`config.mk`:
```
export PLATFORM = sky130hd
export DESIGN_NAME = wave_generator
export DESIGN_NICKNAME = d
export VERILOG_FILES = /design/src/rtl/wave_generator.sv
export SDC_FILE = /design/constraint.sdc
export NUM_CORES = 1
export LEC_CHECK = 0
export ABC_AREA = 1
export CAP_MARGIN = 20
export CORE_ASPECT_RATIO = 1.5
export CORE_MARGIN = 10
export CORE_UTILIZATION = 46
export DETAILED_ROUTE_END_ITERATION = 8
export GPL_TIMING_DRIVEN = 0
export HOLD_SLACK_MARGIN = 0.02
export PLACE_DENSITY_LB_ADDON = 0.2
export SKIP_CTS_REPAIR_TIMING = 1
export SLEW_MARGIN = 20
export SYNTH_ARGS = -nofsm -noshare
export SYNTH_HDL_FRONTEND = slang
export SYNTH_SLANG_ARGS = --single-unit
```
`constraint.sdc`:
```
create_clock -name clk -period 5.5 [get_ports clk]
set_clock_uncertainty 0.05 [all_clocks]
set_input_delay 0.825 -clock clk [delete_from_list [all_inputs] [get_ports clk]]
set_output_delay 0.825 -clock clk [all_outputs]
set_load 0.005 [all_outputs]
```
`src/rtl/wave_generator.sv`:
```
// wave_generator: samples an 18-bit phase word at a fixed audio rate, shapes it into
// sine/square/triangle/sawtooth, scales by volume and offers it on a valid/ready port.
module wave_generator #(
    parameter int CPU_CLOCK_FREQ = 50_000_000,
    parameter int SAMPLE_RATE    = 48_000,
    parameter int LUT_DEPTH_LOG2 = 8
) (
    input  logic        clk,
    input  logic        rst,
    input  logic [17:0] phase,
    input  logic [1:0]  wave_sel,
    input  logic [3:0]  volume,
    input  logic        enable,
    output logic [11:0] sample_data,
    output logic        sample_valid,
    input  logic        sample_ready,
    output logic [7:0]  overrun_count
);

    localparam int TICK_PERIOD = CPU_CLOCK_FREQ / SAMPLE_RATE;
    localparam int CNT_W       = (TICK_PERIOD > 1) ? $clog2(TICK_PERIOD) : 1;
    localparam logic [CNT_W-1:0] CNT_LAST = CNT_W'(TICK_PERIOD - 1);
    localparam int LUT_DEPTH   = 1 << LUT_DEPTH_LOG2;
    localparam int IDX_LSB     = 16 - LUT_DEPTH_LOG2;
    localparam int FRAC        = 30;
    localparam longint PI_Q30  = 64'sd3373259426;

    localparam logic [1:0] SEL_SINE     = 2'd0;
    localparam logic [1:0] SEL_SQUARE   = 2'd1;
    localparam logic [1:0] SEL_TRIANGLE = 2'd2;
    localparam logic [1:0] SEL_SAWTOOTH = 2'd3;

    // Elaboration-time round(2047*sin((i+0.5)*pi/2^(L+1))) via a Q30 Taylor series.
    function automatic logic [10:0] sine_entry(input int idx);
        longint x;
        longint x2;
        longint term;
        longint acc;
        x    = (longint'(2 * idx + 1) * PI_Q30) >>> (LUT_DEPTH_LOG2 + 2);
        x2   = (x * x) >>> FRAC;
        term = x;
        acc  = x;
        for (int k = 1; k <= 10; k++) begin
            term = -(((term * x2) >>> FRAC) / longint'((2 * k) * (2 * k + 1)));
            acc  = acc + term;
        end
        acc = (acc * 64'sd2047 + (64'sd1 <<< (FRAC - 1))) >>> FRAC;
        acc = (acc > 64'sd2047) ? 64'sd2047 : ((acc < 64'sd0) ? 64'sd0 : acc);
        return acc[10:0];
    endfunction

    logic [10:0] sine_lut_s [LUT_DEPTH];

    for (genvar gi = 0; gi < LUT_DEPTH; gi++) begin : g_sine_lut
        localparam logic [10:0] ENTRY = sine_entry(gi);
        assign sine_lut_s[gi] = ENTRY;
    end

    logic [CNT_W-1:0] tick_cnt_q, tick_cnt_d;
    logic             tick_s;

    logic             s1_valid_q, s1_valid_d;
    logic [17:0]      s1_phase_q, s1_phase_d;
    logic [1:0]       s1_sel_q,   s1_sel_d;
    logic [3:0]       s1_vol_q,   s1_vol_d;

    logic [1:0]                sine_quad_s;
    logic [LUT_DEPTH_LOG2-1:0] sine_idx_s;
    logic [10:0]               sine_mag_s;
    logic [10:0]               tri_u_s;
    logic [11:0]               raw_s;

    logic             s2_valid_q, s2_valid_d;
    logic [11:0]      s2_raw_q,   s2_raw_d;
    logic [3:0]       s2_vol_q,   s2_vol_d;

    logic signed [15:0] product_s;
    logic signed [15:0] scaled_s;

    logic             out_valid_q, out_valid_d;
    logic [11:0]      out_data_q,  out_data_d;
    logic [7:0]       overrun_q,   overrun_d;
    logic             transfer_s;
    logic             unused_bits_s;

    // Sample-rate tick: counter only runs while enabled, and restarts from 0.
    always_comb begin
        tick_s = enable && (tick_cnt_q == CNT_LAST);
        if (!enable) begin
            tick_cnt_d = '0;
        end else if (tick_s) begin
            tick_cnt_d = '0;
        end else begin
            tick_cnt_d = tick_cnt_q + CNT_W'(1);
        end
    end

    always_comb begin
        s1_valid_d = tick_s;
        if (tick_s) begin
            s1_phase_d = phase;
            s1_sel_d   = wave_sel;
            s1_vol_d   = volume;
        end else begin
            s1_phase_d = s1_phase_q;
            s1_sel_d   = s1_sel_q;
            s1_vol_d   = s1_vol_q;
        end
    end

    // Waveform shaping; the sine index is mirrored in quadrants 1/3 so the LUT stays quarter-wave.
    always_comb begin
        sine_quad_s = s1_phase_q[17:16];
        if (sine_quad_s[0]) begin
            sine_idx_s = ~s1_phase_q[15:IDX_LSB];
        end else begin
            sine_idx_s = s1_phase_q[15:IDX_LSB];
        end
        sine_mag_s = sine_lut_s[sine_idx_s];
        tri_u_s    = s1_phase_q[17] ? ~s1_phase_q[16:6] : s1_phase_q[16:6];
        case (s1_sel_q)
            SEL_SINE:     raw_s = sine_quad_s[1] ? (12'd0 - {1'b0, sine_mag_s}) : {1'b0, sine_mag_s};
            SEL_SQUARE:   raw_s = s1_phase_q[17] ? 12'h801 : 12'h7FF;
            SEL_TRIANGLE: raw_s = {tri_u_s, 1'b0} - 12'd2047;
            SEL_SAWTOOTH: raw_s = {~s1_phase_q[17], s1_phase_q[16:6]};
            default:      raw_s = 12'd0;
        endcase
    end

    always_comb begin
        s2_valid_d = s1_valid_q;
        if (s1_valid_q) begin
            s2_raw_d = raw_s;
            s2_vol_d = s1_vol_q;
        end else begin
            s2_raw_d = s2_raw_q;
            s2_vol_d = s2_vol_q;
        end
    end

    always_comb begin
        product_s = $signed({{4{s2_raw_q[11]}}, s2_raw_q}) * $signed({12'd0, s2_vol_q});
        scaled_s  = product_s >>> 4;
    end

    // Output slot: a new result replaces the slot only if it is empty or draining this cycle.
    always_comb begin
        transfer_s  = out_valid_q && sample_ready;
        out_valid_d = out_valid_q;
        out_data_d  = out_data_q;
        overrun_d   = overrun_q;
        if (s2_valid_q) begin
            if (!out_valid_q || transfer_s) begin
                out_valid_d = 1'b1;
                out_data_d  = scaled_s[11:0];
            end else begin
                overrun_d = (overrun_q == 8'hFF) ? overrun_q : (overrun_q + 8'd1);
            end
        end else if (transfer_s) begin
            out_valid_d = 1'b0;
        end else begin
            out_valid_d = out_valid_q;
        end
    end

    assign unused_bits_s = ^{scaled_s[15:12], s1_phase_q[5:0]};

    always_ff @(posedge clk or posedge rst) begin
        if (rst) begin
            tick_cnt_q <= '0;
        end else begin
            tick_cnt_q <= tick_cnt_d;
        end
    end

    always_ff @(posedge clk or posedge rst) begin
        if (rst) begin
            s1_valid_q <= 1'b0;
            s1_phase_q <= 18'd0;
            s1_sel_q   <= 2'd0;
            s1_vol_q   <= 4'd0;
            s2_valid_q <= 1'b0;
            s2_raw_q   <= 12'd0;
            s2_vol_q   <= 4'd0;
        end else begin
            s1_valid_q <= s1_valid_d;
            s1_phase_q <= s1_phase_d;
            s1_sel_q   <= s1_sel_d;
            s1_vol_q   <= s1_vol_d;
            s2_valid_q <= s2_valid_d;
            s2_raw_q   <= s2_raw_d;
            s2_vol_q   <= s2_vol_d;
        end
    end

    always_ff @(posedge clk or posedge rst) begin
        if (rst) begin
            out_valid_q <= 1'b0;
            out_data_q  <= 12'd0;
            overrun_q   <= 8'd0;
        end else begin
            out_valid_q <= out_valid_d;
            out_data_q  <= out_data_d;
            overrun_q   <= overrun_d;
        end
    end

    assign sample_data   = out_data_q;
    assign sample_valid  = out_valid_q;
    assign overrun_count = overrun_q;

endmodule

```
[Yosys cells after proc, flatten, opt, wreduce, memory -nomap -nowiden]
Memory sizes are Yosys's and may differ from the RTL's.
Cells that the tools add are included.
Word-level totals
  register bits after elaboration: 74
  bits in latches: 0
  RAM bits: 0
  bits in read-only memories: 2816
  input port bits: 28
  output and inout port bits: 21
  logic and storage cells: 51
  memories: 1
Memory list
  (name not given): words 256, width 11, read ports 1, clocked after memory_dff 0, wr ports 0, line 119  | sine_mag_s = sine_lut_s[sine_idx_s];
Operators by class
  $add $sub $neg: 4
  multipliers: 1
  divide/modulo/power cells: 0
  magnitude comparators: 1
  equal/unequal tests: 6
  shift operators: 0
  muxes and demuxes: 12
  bitwise gates (word level): 6
  reduce and logical (&&, ||, !) cells: 9
Operator list (count)
  $mux W11: 5
  $pmux W12 S4: 1
  $mux W12: 2
  $mul A12 B5 Y16: 1
  $sub A1 B11 Y12 const A: 1
  $sub A12 B11 Y12 const B: 1
  $add A11 B1 Y11 const B: 1
  $eq A11 B11 Y1 const B: 1
  $not A11 Y11: 1
  $ge A9 B9 Y1 const B: 1
  $not A8 Y9: 1
  $add A8 B1 Y8 const B: 1
  $eq A8 B8 Y1 const B: 1
  $mux W8: 1
  $not A8 Y8: 1
  $eq A2 B2 Y1 const B: 2
  $reduce_and A2 Y1: 2
  $mux W1: 3
  $not A1 Y1: 3
  $reduce_and A3 Y1: 1
  $eq A2 B1 Y1 const B: 1
  $logic_and A1 B1 Y1: 2
  $logic_not A2 Y1: 1
  $ne A2 B1 Y1 const B: 1
  other kinds (3): 3

[Longest topological paths before layout]
Gate-level depths: netlist of the first run.
  word-level depth: 9
  depth in mapped cells: 24
  depth with buffers taken out: 23

[Worst setup path after synthesis of the first run]
No wires, ideal clock.
  path kind: register to register
  from: register s2_vol_q[3]
  to: register out_data_q[10], in the netlist sample_data[10]
  library setup time: 0.066 ns
  arrival time: 3.529 ns
  required time: 5.384 ns
  path slack: 1.856 ns
  cell stages (with the launch flop): 20
  path buffers: 1
  clock period less this slack: 3.644 ns
  path through: dfrtp_1 > clkbuf_1 > nand2_1 > inv_1 > ha_1 > inv_1 > fa_1 > fa_1 > inv_1 > ha_1 > nand2_1 > nand2_1 > and2_1 > nor2_1 > o21ai_0 > a31oi_1 > o21ai_0 > xor2_1 > nand2_1 > nand2_1
Between the ends
  word-level cells in the longest chain between the ends: 1
Ends and longest elaborated chain
  start, declared: line 75  | logic [3:0] s2_vol_q, s2_vol_d;
  start signal, assigned: line 192  | s2_vol_q <= s2_vol_d;
  $mul A12 B5 Y16: line 142  | product_s = $signed({{4{s2_raw_q[11]}}, s2_raw_q}) * $signed({12'd0, s2_vol_q});
  end signal, assigned: line 203  | out_data_q <= out_data_d;
  end, declared: line 81  | logic [11:0] out_data_q, out_data_d;
Every way passes these cells.
A chain may end at the register's enable or synchronous reset.

[Final worst setup path of the first run]
  from: register s2_vol_q[2]
  to: register out_data_q[10], in the netlist sample_data[10]
Same word-level chain as after synthesis.

==> key figures, run 1 <==
Clock tree
  • CTS sink cnt: 68
  • Root Driver: clkbuf_16
  • CTS Buffer Depth: 2
  • H-tree depth: 3
  • Clock Latency Late Sink: 0.34 ns
  • CTS buffer count: 9
  • Clock-pin transition on the worst setup and hold timing paths: 0.06 ns
  • CTS tree: done

STA
  • Slew HR: 0.433
  • Max Freq: 232 MHz
  • Setup Viol. Count Final: 0
  • Hold slack: 0.332 ns
  • RSZ-0062 raised after global routing: false
  • Setup TNS: 0 ns
  • Max-slew violations: 0
  • Tcrit/Tclk final: 0.784
  • Worst Tran Pin Value: 0.851 ns
  • Endpoints failing hold: 0
  • Tmin final: 4.31 ns

Cells and area
  • Fin util: 0.535
  • # nets final: 1293
  • Most common cell after layout, fill and taps aside: nand2_1
  • Ant. Diodes: 0
  • Most frequent cells in the layout: nand2_1 (366), nand3_1 (177), inv_1 (132)
  • Area grow syn2layout: 14.1%
  • Proportion of layout cells with a drive suffix above 1: 0.0573

Setup path
  • Reg-to-Reg End: sample_data[10]
  • Worst R2R Start: s2_vol_q[2]
  • Critical Path Sink Type: flip-flop
  • Critical Path RT: 5.72 ns
  • Startpoint types: flip-flop
  • Reg2Reg Depth: 19
  • Crit Path Max Fanout: 10
  • Slack of the worst reg-to-reg path: 1.19 ns
  • Critical path class: reg -> reg
  • Worst EP arrival: 4.53 ns

Logic synthesis
  • Yosys warnings: 0
  • Avg Cell Area, Syn: 6.43 um^2
  • Yosys reg bits: 68
  • Post-synth EDFFs: 0
  • Post-synth cell types: 43
  • Total nets after synthesis: 1239
  • Netlist Area Pre-Place: 7360 um^2
  • Mapped Cells: 1146
  • Main synth FF type: dfrtp_1
  • Ys async rst share: 1.00
  • Register area share after synthesis: 0.231

GRT
  • GRT Util Overall: 0.259
  • Number of antenna violations at the first check in global routing: 0
  • First-pass GRT wire length: 43300 um
  • Global route overflow: 0
  • Vias in the first global route: 8048
  • Pin count of the biggest net entering global routing: 45

Die
  • Area of the die: 21600 um^2
  • Num rows: 56
  • Core area: 15700 um^2
  • # IOs: 49
  • DIE WIDTH: 123 um
  • Die height: 175 um
  • Starting Density: 0.469

Routing
  • Drt first pass iters: 6
  • Vias: 7884
  • Via density: 5.60
  • WL/cell: 19.7 um
  • Post-Route WL: 27700 um
  • DRC viols: 0
  • Starting DRC count in detailed routing: 594
  • Routed Antenna Nets: 0

Power and ir drop
  • VDD IR max: 157 uV
  • Pleak: 4.50 nW
  • Pwr Density: 159 nW/um^2

Worst hold path
  • Hold Crit Endpoint: s2_valid_q
  • Hold Path Depth: 0
  • Min-delay src: s1_valid_q
  • HP Class: reg -> reg

Job
  • Max cap viols: 0

Placement
  • IO Port Bufs: 42
  • Detailed Place HPWL: 22000 um
  • Final GP Congestion: 1.04

Status
  • Status: finished clean
-- final cells by class --
type / count / area [um^2]
Buffer: 49 / 283
Clock buffer: 10 / 229
Clock inverter: 6 / 111
Fill cell: 1696 / 7290
Inverter: 142 / 536
Multi-Input combinational cell: 887 / 4850
Sequential cell: 68 / 1700
Tap cell: 203 / 254
Timing Repair Buffer: 43 / 440
-- worst max-delay path, stage by stage, from the launching register on --
cell,delay (ns)
dfrtp_1,0.49
clkbuf_1,0.42
nand2_1,0.09
inv_1,0.07
ha_1,0.23
ha_1,0.30
fa_1,0.49
ha_1,0.29
nand4_1,0.09
o21bai_1,0.22
nand2_1,0.07
nand2_1,0.08
and2_1,0.13
nor2_1,0.07
o21ai_0,0.38
a31oi_1,0.19
o21ai_0,0.24
xor2_1,0.18
nand2_1,0.07
nand2_1,0.08
-- cell usage after synthesis (2+ instances only) --
library cell | count | area (um^2)
buf_6 | 8 | 90.1
o21ai_1 | 3 | 15.0
nand2_1 | 366 | 1370
a31oi_1 | 5 | 31.3
nand2_4 | 3 | 33.8
a21o_1 | 2 | 15.0
o21ai_0 | 49 | 245
inv_2 | 5 | 18.8
nand2_2 | 6 | 37.5
buf_1 | 2 | 7.51
ha_1 | 42 | 526
inv_1 | 133 | 499
nand3_1 | 177 | 886
xnor2_1 | 18 | 158
clkbuf_1 | 18 | 67.6
o21bai_1 | 2 | 15.0
nor2_1 | 82 | 308
clkinv_1 | 4 | 15.0
buf_4 | 5 | 37.5
xor2_1 | 19 | 166
a21oi_1 | 42 | 210
o211ai_1 | 4 | 30.0
nor3_1 | 10 | 50.1
o221ai_1 | 9 | 78.8
nand4_1 | 6 | 37.5
nand3_2 | 3 | 30.0
nor4_1 | 2 | 12.5
dfrtp_1 | 68 | 1700
xnor2_2 | 2 | 32.5
fa_1 | 23 | 460
buf_2 | 16 | 80.1
-- registers in the layout, indices dropped and copies added (netlist names), 2 cells and up --
name / flops
s2_vol_q: 4
s1_phase_q: 12
s1_sel_q: 2
s1_vol_q: 4
tick_cnt_q: 11
s2_raw_q: 12
sample_data: 12
overrun_count: 8
-- cell families (layout without fill, tap and decap cells) --
family	count (synthesis)	after routing	share of synthesized area
AO/OA/AOI/OAI	123	123	0.0946
XOR/XNOR	39	39	0.0484
adder cells (fa/ha/maj)	65	65	0.134
buffers and inverters	191	250	0.111
flip-flops	68	68	0.231
multiplexers	1	1	0.00153
AND/OR/NAND/NOR	659	659	0.380
-- worst max path at each step --
stage / start / to / slack [ns]
after global placement: s2_vol_q[2] / sample_data[10] / 1.25
final: s2_vol_q[2] / sample_data[10] / 1.19
after global routing: s2_vol_q[2] / sample_data[10] / 0.93
after floorplan: s2_vol_q[3] / sample_data[10] / 1.86
after CTS: s2_vol_q[2] / sample_data[10] / 1.13
after detailed placement: s2_vol_q[2] / sample_data[10] / 1.18
-- metrics by stage --
| step | std cells | area, um^2 | power [mW] | worst slack (ns) |
|---|---|---|---|---|
| 2_1_floorplan | 1146 | 7360 | 0.609 | 1.86 |
| 3_3_place_gp | 1391 | 8040 | 0.669 | 1.25 |
| 3_5_place_dp | 1392 | 8060 | 0.670 | 1.18 |
| 4_1_cts | 1408 | 8400 | 1.33 | 1.13 |
| 5_1_grt | 1408 | 8400 | 1.38 | 0.933 |
| 6_report | 1408 | 8400 | 1.33 | 1.19 |
-- power breakdown --
group / leakage [nW] / switching (mW) / internal (mW)
sequential: 0.864 / 0.00560 / 0.507
clock: 0.163 / 0.225 / 0.444
combinational: 3.47 / 0.0955 / 0.0562
-- routing by layer --
layer / track usage / up-vias / wire length (um)
li1: - / 3789 / -
met1: 0.247 / 3651 / 9260
met2: 0.471 / 308 / 14400
met3: 0.0355 / 136 / 1540
met4: 0.215 / 0 / 2520
met5: 0 / - / 0
No activity file was read; power rests on OpenSTA's default activity.
==> run 2, diff against run 1 <==
- clock period: 5.5 -> 4.37 ns (I/O delays scaled with it)
==> key figures, run 2 (synthesized netlist as in run 1, its figures left out) <==
Worst hold path
  • Hold Path Depth: 0 (unchanged)
  • HP Class: reg -> reg
  • Min-delay src: s1_valid_q
  • Hold Crit Endpoint: s2_valid_q

Routing
  • WL met1: 9320 um (+0.70%)
  • Drt first pass iters: 5 (-1)
  • Metal3 WL: 1410 um (-8.6%)
  • Routed Antenna Nets: 0 (unchanged)
  • Post-Route WL: 27600 um (-0.45%)
  • Routed wl met2: 14400 um (about the same)
  • Via density: 5.58 (-0.40%)
  • WL/cell: 19.6 um (-0.38%)
  • Uppermost layer routed: met4
  • DRC viols: 0 (unchanged)
  • Starting DRC count in detailed routing: 610 (+2.7%)
  • Vias: 7847 (-0.47%)

Setup path
  • Cell family with most CP delay: simple AND/OR/NAND/NOR gates
  • Startpoint types: flip-flop
  • Slack of the worst reg-to-reg path: 0.25 ns (-0.94 ns)
  • Worst path max stage delay: 0.47 ns (-0.02 ns)
  • Top cell by count, worst path: nand2_1
  • Worst EP arrival: 4.34 ns (-0.19 ns)
  • CP max-delay cell: ha_1
  • Critical Path RT: 4.59 ns (-1.13 ns)
  • Crit-path cells: inv_2 > buf_6 > nand2_1 > nand2_1 > ha_1 > nand3_1 > nand3_1 > nand2_1 > o21ai_0 > nand2_1 > nand3_1 > nand2_1 > ha_1 > nand3_1 > nor2_1 > nor2_1 > xor2_1 > nand2_1 > a21oi_1
  • Reg2Reg Depth: 19 (unchanged)
  • Crit Path Max Fanout: 10 (unchanged)
  • Critical path class: reg -> reg
  • Reg-to-Reg End: s2_raw_q[4]
  • Worst R2R Start: s1_phase_q[16]
  • Critical Path Sink Type: flip-flop
  • WP buf/inv: 2 (unchanged)

Die
  • Starting Density: 0.469 (unchanged)
  • DIE WIDTH: 123 um (unchanged)
  • Die height: 175 um (unchanged)
  • # IOs: 49 (unchanged)
  • Area of the die: 21600 um^2 (unchanged)
  • Core area: 15700 um^2 (unchanged)
  • Num rows: 56 (unchanged)

Clock tree
  • CTS buffer count: 9 (unchanged)
  • CTS sink cnt: 68 (unchanged)
  • Clock Latency Late Sink: 0.34 ns (about the same)
  • Clock-pin transition on the worst setup and hold timing paths: 0.06 ns (about the same)
  • CTS tree: done
  • CTS Buffer Depth: 2 (unchanged)
  • Root Driver: clkbuf_16
  • H-tree depth: 3 (unchanged)

Cells and area
  • Non-Filler Instances: 1407 (-0.071%)
  • Ant. Diodes: 0 (unchanged)
  • Most frequent cells in the layout: nand2_1 (366), nand3_1 (177), inv_1 (132)
  • Area grow syn2layout: 14.1% (about the same)
  • Most common cell after layout, fill and taps aside: nand2_1
  • Fillcell total: 1696 (unchanged)
  • Proportion of layout cells with a drive suffix above 1: 0.0590 (+0.00171)
  • Fin util: 0.535 (about the same)
  • # nets final: 1292 (-0.077%)

Status
  • Status: finished clean

STA
  • Slew HR: 0.432 (about the same)
  • Max Freq: 243 MHz (+4.7%)
  • RSZ-0062 raised after global routing: false
  • Endpoints failing hold: 0 (unchanged)
  • Worst Setup Slack, final: 0.249 ns (-0.936 ns)
  • Tmin final: 4.12 ns (-0.194 ns)
  • Tcrit/Tclk final: 0.943 (+0.158)
  • Max-slew violations: 0 (unchanged)
  • Setup TNS: 0 ns (unchanged)
  • Setup Viol. Count Final: 0 (unchanged)
  • Worst Tran Pin Value: 0.851 ns (+0.000544 ns)

Placement
  • Final GP Congestion: 1.04 (unchanged)
  • Placed insts: 1392 (unchanged)
  • Dpl ws: 0.0476 ns (-1.13 ns)
  • Detailed Place HPWL: 22000 um (unchanged)
  • IO Port Bufs: 42 (unchanged)

GRT
  • GRT Util Overall: 0.259 (unchanged)
  • Number of antenna violations at the first check in global routing: 0 (unchanged)
  • Global route overflow: 0 (unchanged)
  • Vias in the first global route: 8048 (unchanged)
  • Pin count of the biggest net entering global routing: 45 (unchanged)
  • First-pass GRT wire length: 43300 um (unchanged)

Power and ir drop
  • Pleak: 4.50 nW (about the same)
  • VDD IR max: 198 uV (+26%)
  • Pwr Density: 200 nW/um^2 (+26%)

Job
  • Max cap viols: 0 (unchanged)
==> run 2: cell count changes in the layout (fill, tap and decap cells not counted), sizes merged <==
cell | previous run | this run
clkbuf | 28 | 27
==> run 2: final cells by class <==
class	instances	area [um^2]	share of cell area
plain buffers	48	280	0.0334
clock buffers	10	229	0.0273
clock inverters	6	111	0.0133
inverters	142	536	0.0638
multi-input cells	887	4850	0.577
flip-flops and latches	68	1700	0.203
well taps	203	254	0.0302
repair buffers	43	440	0.0524
==> run 2: worst reg2reg max path, delay by kind of cell (launching register included) <==
kind,cells,cell delay [ns]
xor gates and xnor gates,1,0.15
adders and majority gates,2,0.70
DFF,1,0.44
buffers and inverters,2,0.23
AOI/OAI and AO/OA,2,0.53
and+or+nand+nor,12,1.95
==> run 2: metal layers <==
metal | vias to the layer above | global-route usage
met3 | 131 | 0.0355
met1 | 3634 | 0.247
li1 | 3788 | -
met4 | 0 | 0.215
met2 | 294 | 0.471
met5 | - | 0
==> run 2: where the power goes <==
part | internal [mW] | switching, mW | total (mW)
registers | 0.638 | 0.00706 | 0.645
logic | 0.0707 | 0.120 | 0.191
clock network | 0.558 | 0.283 | 0.841
==> run 2: how the worst max path moves through the flow <==
stage	end	slack, ns	startpoint	depth (start not counted)
finish	s2_raw_q[4]	0.25	s1_phase_q[16]	19
global route	sample_data[10]	0.03	s2_vol_q[3]	19
CTS	sample_data[10]	0.0004	s2_vol_q[2]	19
detailed placement	sample_data[10]	0.05	s2_vol_q[2]	19
global placement	sample_data[10]	0.12	s2_vol_q[2]	19
floorplan	sample_data[10]	0.73	s2_vol_q[3]	19
==> run 2: per-stage QoR <==
step / hold WS [ns] / area [um^2] / power (mW)
detailed placement: 0.321 / 8060 / 0.844
finish: 0.332 / 8400 / 1.68
floorplan: 0.302 / 7360 / 0.766
global route: 0.353 / 8400 / 1.73
global placement: 0.323 / 8040 / 0.842
CTS: 0.336 / 8400 / 1.68
